[config.mk]
export PLATFORM = sky130hd
export DESIGN_NAME = ma_frame_sequencer_flat
export DESIGN_NICKNAME = d
export VERILOG_FILES = /design/src/rtl/ma_frame_sequencer_if.sv /design/src/rtl/ma_frame_sequencer.sv /design/src/flat_wrapper.sv
export SDC_FILE = /design/constraint.sdc
export NUM_CORES = 1
export LEC_CHECK = 0
export BUFFER_PORTS_ARGS = -buffer_cell sky130_fd_sc_hd__buf_2
export CORE_ASPECT_RATIO = 0.6
export CORE_MARGIN = 2
export CORE_UTILIZATION = 44
export DETAILED_ROUTE_END_ITERATION = 8
export PLACE_DENSITY = 0.8
export SETUP_SLACK_MARGIN = 0.02
export SLEW_MARGIN = 20
export SYNTH_ARGS = -nofsm -noshare
export SYNTH_HDL_FRONTEND = slang
export SYNTH_SLANG_ARGS = --single-unit
[constraint.sdc]
create_clock -name iclk -period 2.24 [get_ports iclk]
set_input_delay 0.56 -clock iclk [delete_from_list [all_inputs] [get_ports iclk]]
set_output_delay 0.56 -clock iclk [all_outputs]
set_load 0.005 [all_outputs]
[src/rtl/ma_frame_sequencer_if.sv]
// Sample-stream, moving_average side-channel and tagged-output bundle for ma_frame_sequencer.
// The slave modport is the sequencer; the master modport is its environment (source, filter, consumer).
interface ma_frame_sequencer_if #(
  parameter int FRAME_W = 16
);
  logic [15:0]        idata;
  logic               ivalid;
  logic               iready;
  logic [15:0]        ma_idata;
  logic               ma_ivalid;
  logic [31:0]        ma_iidx;
  logic               ma_rstn;
  logic [15:0]        ma_odata;
  logic               ma_ovalid;
  logic [31:0]        ma_oidx;
  logic [15:0]        odata;
  logic               ovalid;
  logic [31:0]        oidx;
  logic [FRAME_W-1:0] oframe;
  logic               oframe_done;
  logic               oerr;

  modport slave (
    input  idata, ivalid, ma_odata, ma_ovalid, ma_oidx,
    output iready, ma_idata, ma_ivalid, ma_iidx, ma_rstn,
    output odata, ovalid, oidx, oframe, oframe_done, oerr
  );

  modport master (
    output idata, ivalid, ma_odata, ma_ovalid, ma_oidx,
    input  iready, ma_idata, ma_ivalid, ma_iidx, ma_rstn,
    input  odata, ovalid, oidx, oframe, oframe_done, oerr
  );
endinterface

[src/rtl/ma_frame_sequencer.sv]
// Frames a sample stream for moving_average: index stamping, drain-wait with timeout,
// inter-frame filter reset, and frame-number tagging of the filtered outputs.
module ma_frame_sequencer #(
  parameter int FRAME_LEN  = 256,
  parameter int RST_CYCLES = 1,
  parameter int DRAIN_TMO  = 64,
  parameter int FRAME_W    = 16
) (
  input  logic                  iclk,
  input  logic                  irstn,
  ma_frame_sequencer_if.slave   io_seq
);
  localparam int CNT_W = $clog2(FRAME_LEN);
  localparam int RC_W  = $clog2(RST_CYCLES + 1);
  localparam int TMO_W = $clog2(DRAIN_TMO + 1);
  localparam logic [CNT_W-1:0] LAST_CNT = CNT_W'(FRAME_LEN - 1);
  localparam logic [31:0]      LAST_IDX = 32'(FRAME_LEN - 1);

  typedef enum logic [1:0] {S_FLUSH, S_FEED, S_DRAIN} state_t;

  state_t             r_state, w_state_nxt;
  logic [RC_W-1:0]    r_rcnt;
  logic [CNT_W-1:0]   r_cnt;
  logic [TMO_W-1:0]   r_tmr;
  logic [FRAME_W-1:0] r_frame;
  logic               r_ma_rstn, r_ma_ivalid;
  logic [15:0]        r_ma_idata;
  logic [31:0]        r_ma_iidx;
  logic               r_ovalid, r_oframe_done, r_oerr;
  logic [15:0]        r_odata;
  logic [31:0]        r_oidx;
  logic [FRAME_W-1:0] r_oframe;
  logic               w_accept, w_last_acc, w_last_out, w_tmo, w_flush_done;

  always_comb begin
    w_accept     = (r_state == S_FEED) && io_seq.ivalid;
    w_last_acc   = w_accept && (r_cnt == LAST_CNT);
    w_last_out   = (r_state == S_DRAIN) && io_seq.ma_ovalid && (io_seq.ma_oidx == LAST_IDX);
    // A genuine last output wins over a timeout landing on the same cycle.
    w_tmo        = (r_state == S_DRAIN) && !w_last_out && (r_tmr == TMO_W'(DRAIN_TMO - 1));
    w_flush_done = (r_state == S_FLUSH) && (r_rcnt == RC_W'(1));
    w_state_nxt  = r_state;
    case (r_state)
      S_FLUSH: if (w_flush_done)            w_state_nxt = S_FEED;
      S_FEED:  if (w_last_acc)              w_state_nxt = S_DRAIN;
      S_DRAIN: if (w_last_out || w_tmo)     w_state_nxt = S_FLUSH;
      default:                              w_state_nxt = S_FLUSH;
    endcase
  end

  always_ff @(posedge iclk) begin
    if (!irstn) begin
      r_state       <= S_FLUSH;
      r_rcnt        <= RC_W'(RST_CYCLES);
      r_cnt         <= '0;
      r_tmr         <= '0;
      r_frame       <= '0;
      r_ma_rstn     <= 1'b0;
      r_ma_ivalid   <= 1'b0;
      r_ma_idata    <= '0;
      r_ma_iidx     <= '0;
      r_ovalid      <= 1'b0;
      r_odata       <= '0;
      r_oidx        <= '0;
      r_oframe      <= '0;
      r_oframe_done <= 1'b0;
      r_oerr        <= 1'b0;
    end else begin
      r_state     <= w_state_nxt;
      r_ma_rstn   <= (w_state_nxt != S_FLUSH);
      r_ma_ivalid <= w_accept;
      if (w_state_nxt == S_FLUSH && r_state != S_FLUSH)
        r_rcnt <= RC_W'(RST_CYCLES);
      else if (r_state == S_FLUSH)
        r_rcnt <= r_rcnt - 1'b1;

      if (r_state == S_FLUSH) begin
        r_cnt <= '0;
      end else if (w_accept) begin
        r_ma_idata <= io_seq.idata;
        r_ma_iidx  <= 32'(r_cnt);
        r_cnt      <= w_last_acc ? '0 : r_cnt + 1'b1;
      end

      r_tmr <= (r_state == S_DRAIN) ? r_tmr + 1'b1 : '0;

      // Filter outputs are meaningless while it is held in reset.
      if (r_state == S_FLUSH) begin
        r_ovalid <= 1'b0;
      end else begin
        r_ovalid <= io_seq.ma_ovalid;
        r_odata  <= io_seq.ma_odata;
        r_oidx   <= io_seq.ma_oidx;
        r_oframe <= r_frame;
      end
      r_oframe_done <= w_last_out;

      if (w_last_out || w_tmo) r_frame <= r_frame + 1'b1;
      if (w_tmo)               r_oerr  <= 1'b1;
    end
  end

  assign io_seq.iready      = (r_state == S_FEED);
  assign io_seq.ma_idata    = r_ma_idata;
  assign io_seq.ma_ivalid   = r_ma_ivalid;
  assign io_seq.ma_iidx     = r_ma_iidx;
  assign io_seq.ma_rstn     = r_ma_rstn;
  assign io_seq.odata       = r_odata;
  assign io_seq.ovalid      = r_ovalid;
  assign io_seq.oidx        = r_oidx;
  assign io_seq.oframe      = r_oframe;
  assign io_seq.oframe_done = r_oframe_done;
  assign io_seq.oerr        = r_oerr;
endmodule

[src/flat_wrapper.sv]
// flat-port wrapper written by rule: the top's interface ports become plain ports
module ma_frame_sequencer_flat 
#(
  parameter int FRAME_LEN  = 256,
  parameter int RST_CYCLES = 1,
  parameter int DRAIN_TMO  = 64,
  parameter int FRAME_W    = 16
)
  (iclk, irstn, io_seq_idata, io_seq_ivalid, io_seq_ma_odata, io_seq_ma_ovalid, io_seq_ma_oidx, io_seq_iready, io_seq_ma_idata, io_seq_ma_ivalid, io_seq_ma_iidx, io_seq_ma_rstn, io_seq_odata, io_seq_ovalid, io_seq_oidx, io_seq_oframe, io_seq_oframe_done, io_seq_oerr);
  ma_frame_sequencer_if #(.FRAME_W(FRAME_W)) io_seq_i ();
  input  logic iclk;
  input  logic irstn;
  input wire logic [$bits(io_seq_i.idata)-1:0] io_seq_idata;
  input wire logic [$bits(io_seq_i.ivalid)-1:0] io_seq_ivalid;
  input wire logic [$bits(io_seq_i.ma_odata)-1:0] io_seq_ma_odata;
  input wire logic [$bits(io_seq_i.ma_ovalid)-1:0] io_seq_ma_ovalid;
  input wire logic [$bits(io_seq_i.ma_oidx)-1:0] io_seq_ma_oidx;
  output wire logic [$bits(io_seq_i.iready)-1:0] io_seq_iready;
  output wire logic [$bits(io_seq_i.ma_idata)-1:0] io_seq_ma_idata;
  output wire logic [$bits(io_seq_i.ma_ivalid)-1:0] io_seq_ma_ivalid;
  output wire logic [$bits(io_seq_i.ma_iidx)-1:0] io_seq_ma_iidx;
  output wire logic [$bits(io_seq_i.ma_rstn)-1:0] io_seq_ma_rstn;
  output wire logic [$bits(io_seq_i.odata)-1:0] io_seq_odata;
  output wire logic [$bits(io_seq_i.ovalid)-1:0] io_seq_ovalid;
  output wire logic [$bits(io_seq_i.oidx)-1:0] io_seq_oidx;
  output wire logic [$bits(io_seq_i.oframe)-1:0] io_seq_oframe;
  output wire logic [$bits(io_seq_i.oframe_done)-1:0] io_seq_oframe_done;
  output wire logic [$bits(io_seq_i.oerr)-1:0] io_seq_oerr;
  assign io_seq_i.idata = io_seq_idata;
  assign io_seq_i.ivalid = io_seq_ivalid;
  assign io_seq_i.ma_odata = io_seq_ma_odata;
  assign io_seq_i.ma_ovalid = io_seq_ma_ovalid;
  assign io_seq_i.ma_oidx = io_seq_ma_oidx;
  assign io_seq_iready = io_seq_i.iready;
  assign io_seq_ma_idata = io_seq_i.ma_idata;
  assign io_seq_ma_ivalid = io_seq_i.ma_ivalid;
  assign io_seq_ma_iidx = io_seq_i.ma_iidx;
  assign io_seq_ma_rstn = io_seq_i.ma_rstn;
  assign io_seq_odata = io_seq_i.odata;
  assign io_seq_ovalid = io_seq_i.ovalid;
  assign io_seq_oidx = io_seq_i.oidx;
  assign io_seq_oframe = io_seq_i.oframe;
  assign io_seq_oframe_done = io_seq_i.oframe_done;
  assign io_seq_oerr = io_seq_i.oerr;
  ma_frame_sequencer #(.FRAME_LEN(FRAME_LEN), .RST_CYCLES(RST_CYCLES), .DRAIN_TMO(DRAIN_TMO), .FRAME_W(FRAME_W)) u_core (.iclk(iclk), .irstn(irstn), .io_seq(io_seq_i));
endmodule
Yosys cells after proc, flatten, opt, wreduce, memory -nomap -nowiden
Cells that the tools add are included.
{ "word_totals": {"input_bits": 68, "output_inout_bits": 118, "reg_bits": 127, "wordCells": 49} }
{ "op_classes": {"reduce_logical": 18, "add_sub_neg": 4, "n_bitwise": 2, "muxes": 5, "n_eq_ne": 5} }
{ "op_table": {"columns": ["operator", "count"], "rows": [
  ["$eq A32 B8 Y1 const B", 1],
  ["$add A16 B1 Y16 const B", 1],
  ["$add A8 B1 Y8 const B", 1],
  ["$eq A8 B8 Y1 const B", 1],
  ["$logic_and A1 B1 Y1", 8],
  ["$mux W8", 1],
  ["$add A7 B1 Y7 const B", 1],
  ["$eq A7 B6 Y1 const B", 1],
  ["$mux W2", 3],
  ["$pmux W2 S3", 1],
  ["$logic_not A2 Y1", 2],
  ["$reduce_and A2 Y1", 2],
  ["$reduce_bool A2 Y1", 2],
  ["$reduce_or A2 Y1", 2],
  ["$eq A2 B1 Y1 const B", 1],
  ["$eq A2 B2 Y1 const B", 1],
  ["$not A1 Y1", 2],
  ["$logic_not A1 Y1", 1],
  ["$logic_or A1 B1 Y1", 1],
  ["$sub A1 B1 Y1 const B", 1]
]} }

Longest topological paths before layout
{ "depth": {"depth_word": 12, "depth_mapped": 7, "ltp_nobuf": 6} }

Least setup slack after synthesis
Ideal clock, no wire load.
{ "synth_timing": {"path_kind": "in2reg", "start": "in io_seq_ma_oidx[28]", "end": "reg u_core.r_frame[12]", "path_slack_ns": 0.021, "t_required_ns": 2.168, "setup_time_ns": 0.072, "n_path_buf": 1, "arrival_time_ns": 2.147, "stages": 6, "path_cell_list": "or4b_4 > nor4_4 > nand4_4 > buf_4 > a21oi_1 > mux2i_1"} }
{ "synth_between": {"elab_chain_cells": 6} }
{ "synth_lines": {"columns": ["item", "line_no", "text"], "rows": [
  ["start, declared", "flat_wrapper.sv:17", "input wire logic [$bits(io_seq_i.ma_oidx)-1:0] io_seq_ma_oidx;"],
  ["$eq A32 B8 Y1 *", "ma_frame_sequencer.sv:38", "w_last_out = (r_state == S_DRAIN) && io_seq.ma_ovalid && (io_seq.ma_oidx == LAST_IDX);"],
  ["$logic_and A1 B1 Y1 *", "ma_frame_sequencer.sv:38", null],
  ["$logic_not A1 Y1", "ma_frame_sequencer.sv:40", "w_tmo = (r_state == S_DRAIN) && !w_last_out && (r_tmr == TMO_W'(DRAIN_TMO - 1));"],
  ["$logic_and A1 B1 Y1 (2 in series)", "ma_frame_sequencer.sv:40", null],
  ["$logic_or A1 B1 Y1 *", "ma_frame_sequencer.sv:98", "if (w_last_out || w_tmo) r_frame <= r_frame + 1'b1;"],
  ["end signal, assigned", "ma_frame_sequencer.sv:98", null],
  ["end, declared", "ma_frame_sequencer.sv:25", "logic [FRAME_W-1:0] r_frame;"]
]} }
Mark *: on every way between the ends. The rest lies on a longest branch, timed or not.
A chain may end at the register's enable or synchronous reset.

Worst setup path after layout
{ "layout_timing": {"start": "in io_seq_ma_oidx[9]", "end": "reg u_core.r_frame[8]"} }
Same word-level chain as after synthesis.

==> summary.txt <==
Run status
  – Status: completed

Placed design
  – Detailed Place HPWL: around 8.6 mm
  – GPL Wtd Cong: 0.799
  – Pre-CTS setup slack: -319 ps
  – # port buffers: 161
  – Placed inst area: 0.00600 sq mm
  – # placed instances: 912

Yosys
  – FFs w/ async S/R, synth: 0%
  – Share of the synthesized area in the top cell type: approximately half
  – Adder-cell share of the synthesized area: less than 1%
  – Mux cell area share after synthesis: approximately 2.8%
  – Simple-gate area share of the yosys netlist: 25.7%
  – Ranking of synthesized cells by area: dfxtp_1 50%, nand2_1 16%, a21oi_1 10%
  – Largest family of logic cells by synthesized area: simple AND/OR/NAND/NOR gates
  – XOR/XNOR share of the synthesized area: 1.55%
  – Most used DFF post-synth: dfxtp_1
  – Synth unique cells: 39
  – Synth Instances: about 630
  – Count leader, synth: nand2_1
  – Synth Area per Inst: 8.07 sq um
  – Number of flops mapped to enable cells by yosys: 0
  – Complex-gate fraction of the synthesized area: 12.6%
  – Register area share after synthesis: 50.1%
  – Flops & latches, synth: 127
  – Post-Syn Area: 0.00508 sq mm
  – Yosys warning total: 0
  – Post-synth top area cell: dfxtp_1
  – Commonest cells post-synth: 213 x nand2_1, 127 x dfxtp_1, 104 x a21oi_1, 33 x clkbuf_1, 25 x buf_4

STA
  – Hold_ws: 390 ps
  – Final Cycle Share: 95.1%
  – Fin worst setup slack: between 100 and 150 ps
  – Slew Viols, Final: 0
  – Final clock skew: roughly 6.1 ps
  – Unrepaired setup endpoints after global routing: no
  – Aggregate negative setup slack: 0 ps
  – Min cycle time layout: 2130 ps
  – Final setup fails: 0
  – Relative slew slack: about three fifths
  – Fmax: 470 MHz
  – Least-Margin Pin Slew: slightly below 600 ps
  – Final Hold Fails: 0

Clock tree
  – H-Tree Depth: 4
  – Clock Tree Buf Depth: 2
  – Reg clk slew, reported paths: ~60 ps
  – Root buffer cell: clkbuf_16
  – # hold bufs at CTS: 0
  – # resized after CTS: 0
  – Clk_lat worst skew: 410 ps
  – Post-CTS Setup Inserts: 0
  – Num CTS Buffers: 17
  – CTS tree: done
  – Clk sinks: ~130

Final layout
  – Area Growth Syn to Fin: 30.3%
  – Fin nets: 858
  – Fillers: approximately 1100
  – Filler-free cell count of the finished design: approximately 940
  – Ant. Diodes: 0
  – Final instance area: 0.00661 sq mm
  – Layout cell share with drive strength beyond 1: 27.1%

GRT
  – GRT Total Usage: 19.7%
  – Global route overflow: 0
  – Vias in the first global route: about 4000
  – Initial antenna violation count: 0
  – First-pass GRT wire length: 19.5 mm
  – Pin count of the biggest net entering global routing: 50

Power and ir drop
  – Switching share of total power: 23.7%
  – Sequential Power Share: 42.3%
  – Comb power frac: ~7.6%
  – P_int: 0.00427 W
  – Max VDD drop: 0.000510 V
  – Clk pwr share: between 50% and 60%
  – Switch Pwr: 0.00133 W
  – Pwr per Cell Area: 847 mW/mm^2
  – P_leak: ~2.9 nW

Detailed routing
  – # DRC: 0
  – Routed WL: between 10 and 15 mm
  – Drt pass-1 iters: 5
  – DR vias: 4542
  – Routed wire per std cell: 12.9 microns
  – Initial DRC count: 220
  – Via density: 4.81
  – Number of routed nets with antenna violations: 0

Setup path
  – WP data arrival: 2460 ps
  – Critical path peak fanout: 8
  – Setup CP Type: in -> reg
  – CP Data Required Time: between 2000 and 3000 ps
  – Crit. End Element: register
  – Worst setup SP type: input port

Floorplan
  – Core area: 0.0113 sq mm
  – Die height: 87.2 microns
  – # IOs: 186
  – Row Count: 30
  – Die Area: ~0.012 sq mm
  – Initial core utilization: 45.1%
  – Die X-Extent: 143 microns

Min path
  – Worst hold path type: in -> reg

Run
  – Max-cap violations: 0
==> cell families (layout without fill, tap and decap cells) <==
family | after synthesis | in the layout
simple gates | 297 | 297
flops | 127 | 127
compound gates | 116 | 116
buf+inv | 62 | 210
mux | 14 | 14
xor+xnor | 9 | 9
fa+ha+maj | 3 | 3
other cells | 1 | 24
==> state kept, by name, summed over array words and instances (netlist names) <==
name,flops
u_core.io_seq.ma_iidx,8
u_core.io_seq.oframe,16
u_core.io_seq.ma_rstn,1
u_core.r_frame,16
u_core.io_seq.oerr,1
u_core.r_rcnt,1
u_core.io_seq.oidx,32
u_core.io_seq.odata,16
u_core.io_seq.ma_ivalid,1
u_core.io_seq.ovalid,1
u_core.r_tmr,7
u_core.r_state,2
u_core.io_seq.oframe_done,1
u_core.r_cnt,8
u_core.io_seq.ma_idata,16
==> worst paths after layout <==
check | endpoint | startpoint | depth (start not counted) | slack, ps
worst max-delay path | u_core.r_frame[8]$_SDFFE_PN0P_ | io_seq_ma_oidx[9] | 6 | 110
worst min register to register | u_core.io_seq.oidx[1]$_SDFFE_PN0N_ | u_core.io_seq.oidx[1]$_SDFFE_PN0N_ | 2 | 450
worst max register to register | u_core.r_frame[8]$_SDFFE_PN0P_ | u_core.r_state[1]$_SDFF_PN0_ | 6 | 210
worst min-delay path | u_core.io_seq.ma_idata[13]$_SDFFE_PN0P_ | io_seq_idata[13] | 3 | 390
==> routing by layer <==
metal  routed length, microns  GRT usage (%)  vias to the layer above
met4                      125           6.21                        0
met5                        0              0                        -
met3                      805           5.88                       13
met2                     5060           28.9                      125
li1                         -              -                     2355
met1                     6170           28.0                     2049
==> metrics by stage <==
step / power, W / utilization [%]
final: 0.00560 / 58.7
after floorplan: 0.00266 / -
after CTS: 0.00568 / 58.7
after global placement: 0.00284 / 53.3
after detailed placement: 0.00284 / 53.3
after global routing: 0.00584 / 58.7
==> critical path, cell delays in order <==
cell and delay, ps:
buf_2 100, or4b_1 640, nor4_4 330, nand4_4 240, a2111oi_4 360, mux2i_1 220
==> power by group through the flow <==
| stage | clock [W] | sequential [W] | combinational, W |
|---|---|---|---|
| 2_1_floorplan | 0 | 0.00243 | 0.000236 |
| 3_3_place_gp | 0 | 0.00242 | 0.000423 |
| 3_5_place_dp | 0 | 0.00242 | 0.000425 |
| 4_1_cts | 0.00288 | 0.00237 | 0.000426 |
| 5_1_grt | 0.00299 | 0.00238 | 0.000473 |
| 6_report | 0.00281 | 0.00237 | 0.000424 |
==> cell usage in the layout (no fill, tap or decap), drive strengths merged, types with 3 or more instances in the layout <==
master / instances
conb: 24
xnor2: 3
ha: 3
dfxtp: 127
nand2b: 14
clkinvlp: 4
clkbuf: 17
nor2: 20
inv: 5
buf: 177
a21oi: 104
nor4: 6
o21ai: 5
xor2: 6
nor3: 5
nand3: 12
and3: 7
bufinv: 3
clkinv: 4
nand2: 213
nand4: 7
mux2i: 14
==> area by class of cell <==
type | instances | area [sq um] | share of cell area [%]
clock buffer | 17 | 425 | 6.43
clock inverter | 15 | 186 | 2.82
inverter | 1 | 3.75 | 0.0568
multi-input combinational | 463 | 2300 | 34.8
sequential | 127 | 2540 | 38.4
tap | 144 | 180 | 2.72
timing repair buffer | 177 | 976 | 14.8
No activity file was read; power rests on OpenSTA's default activity.
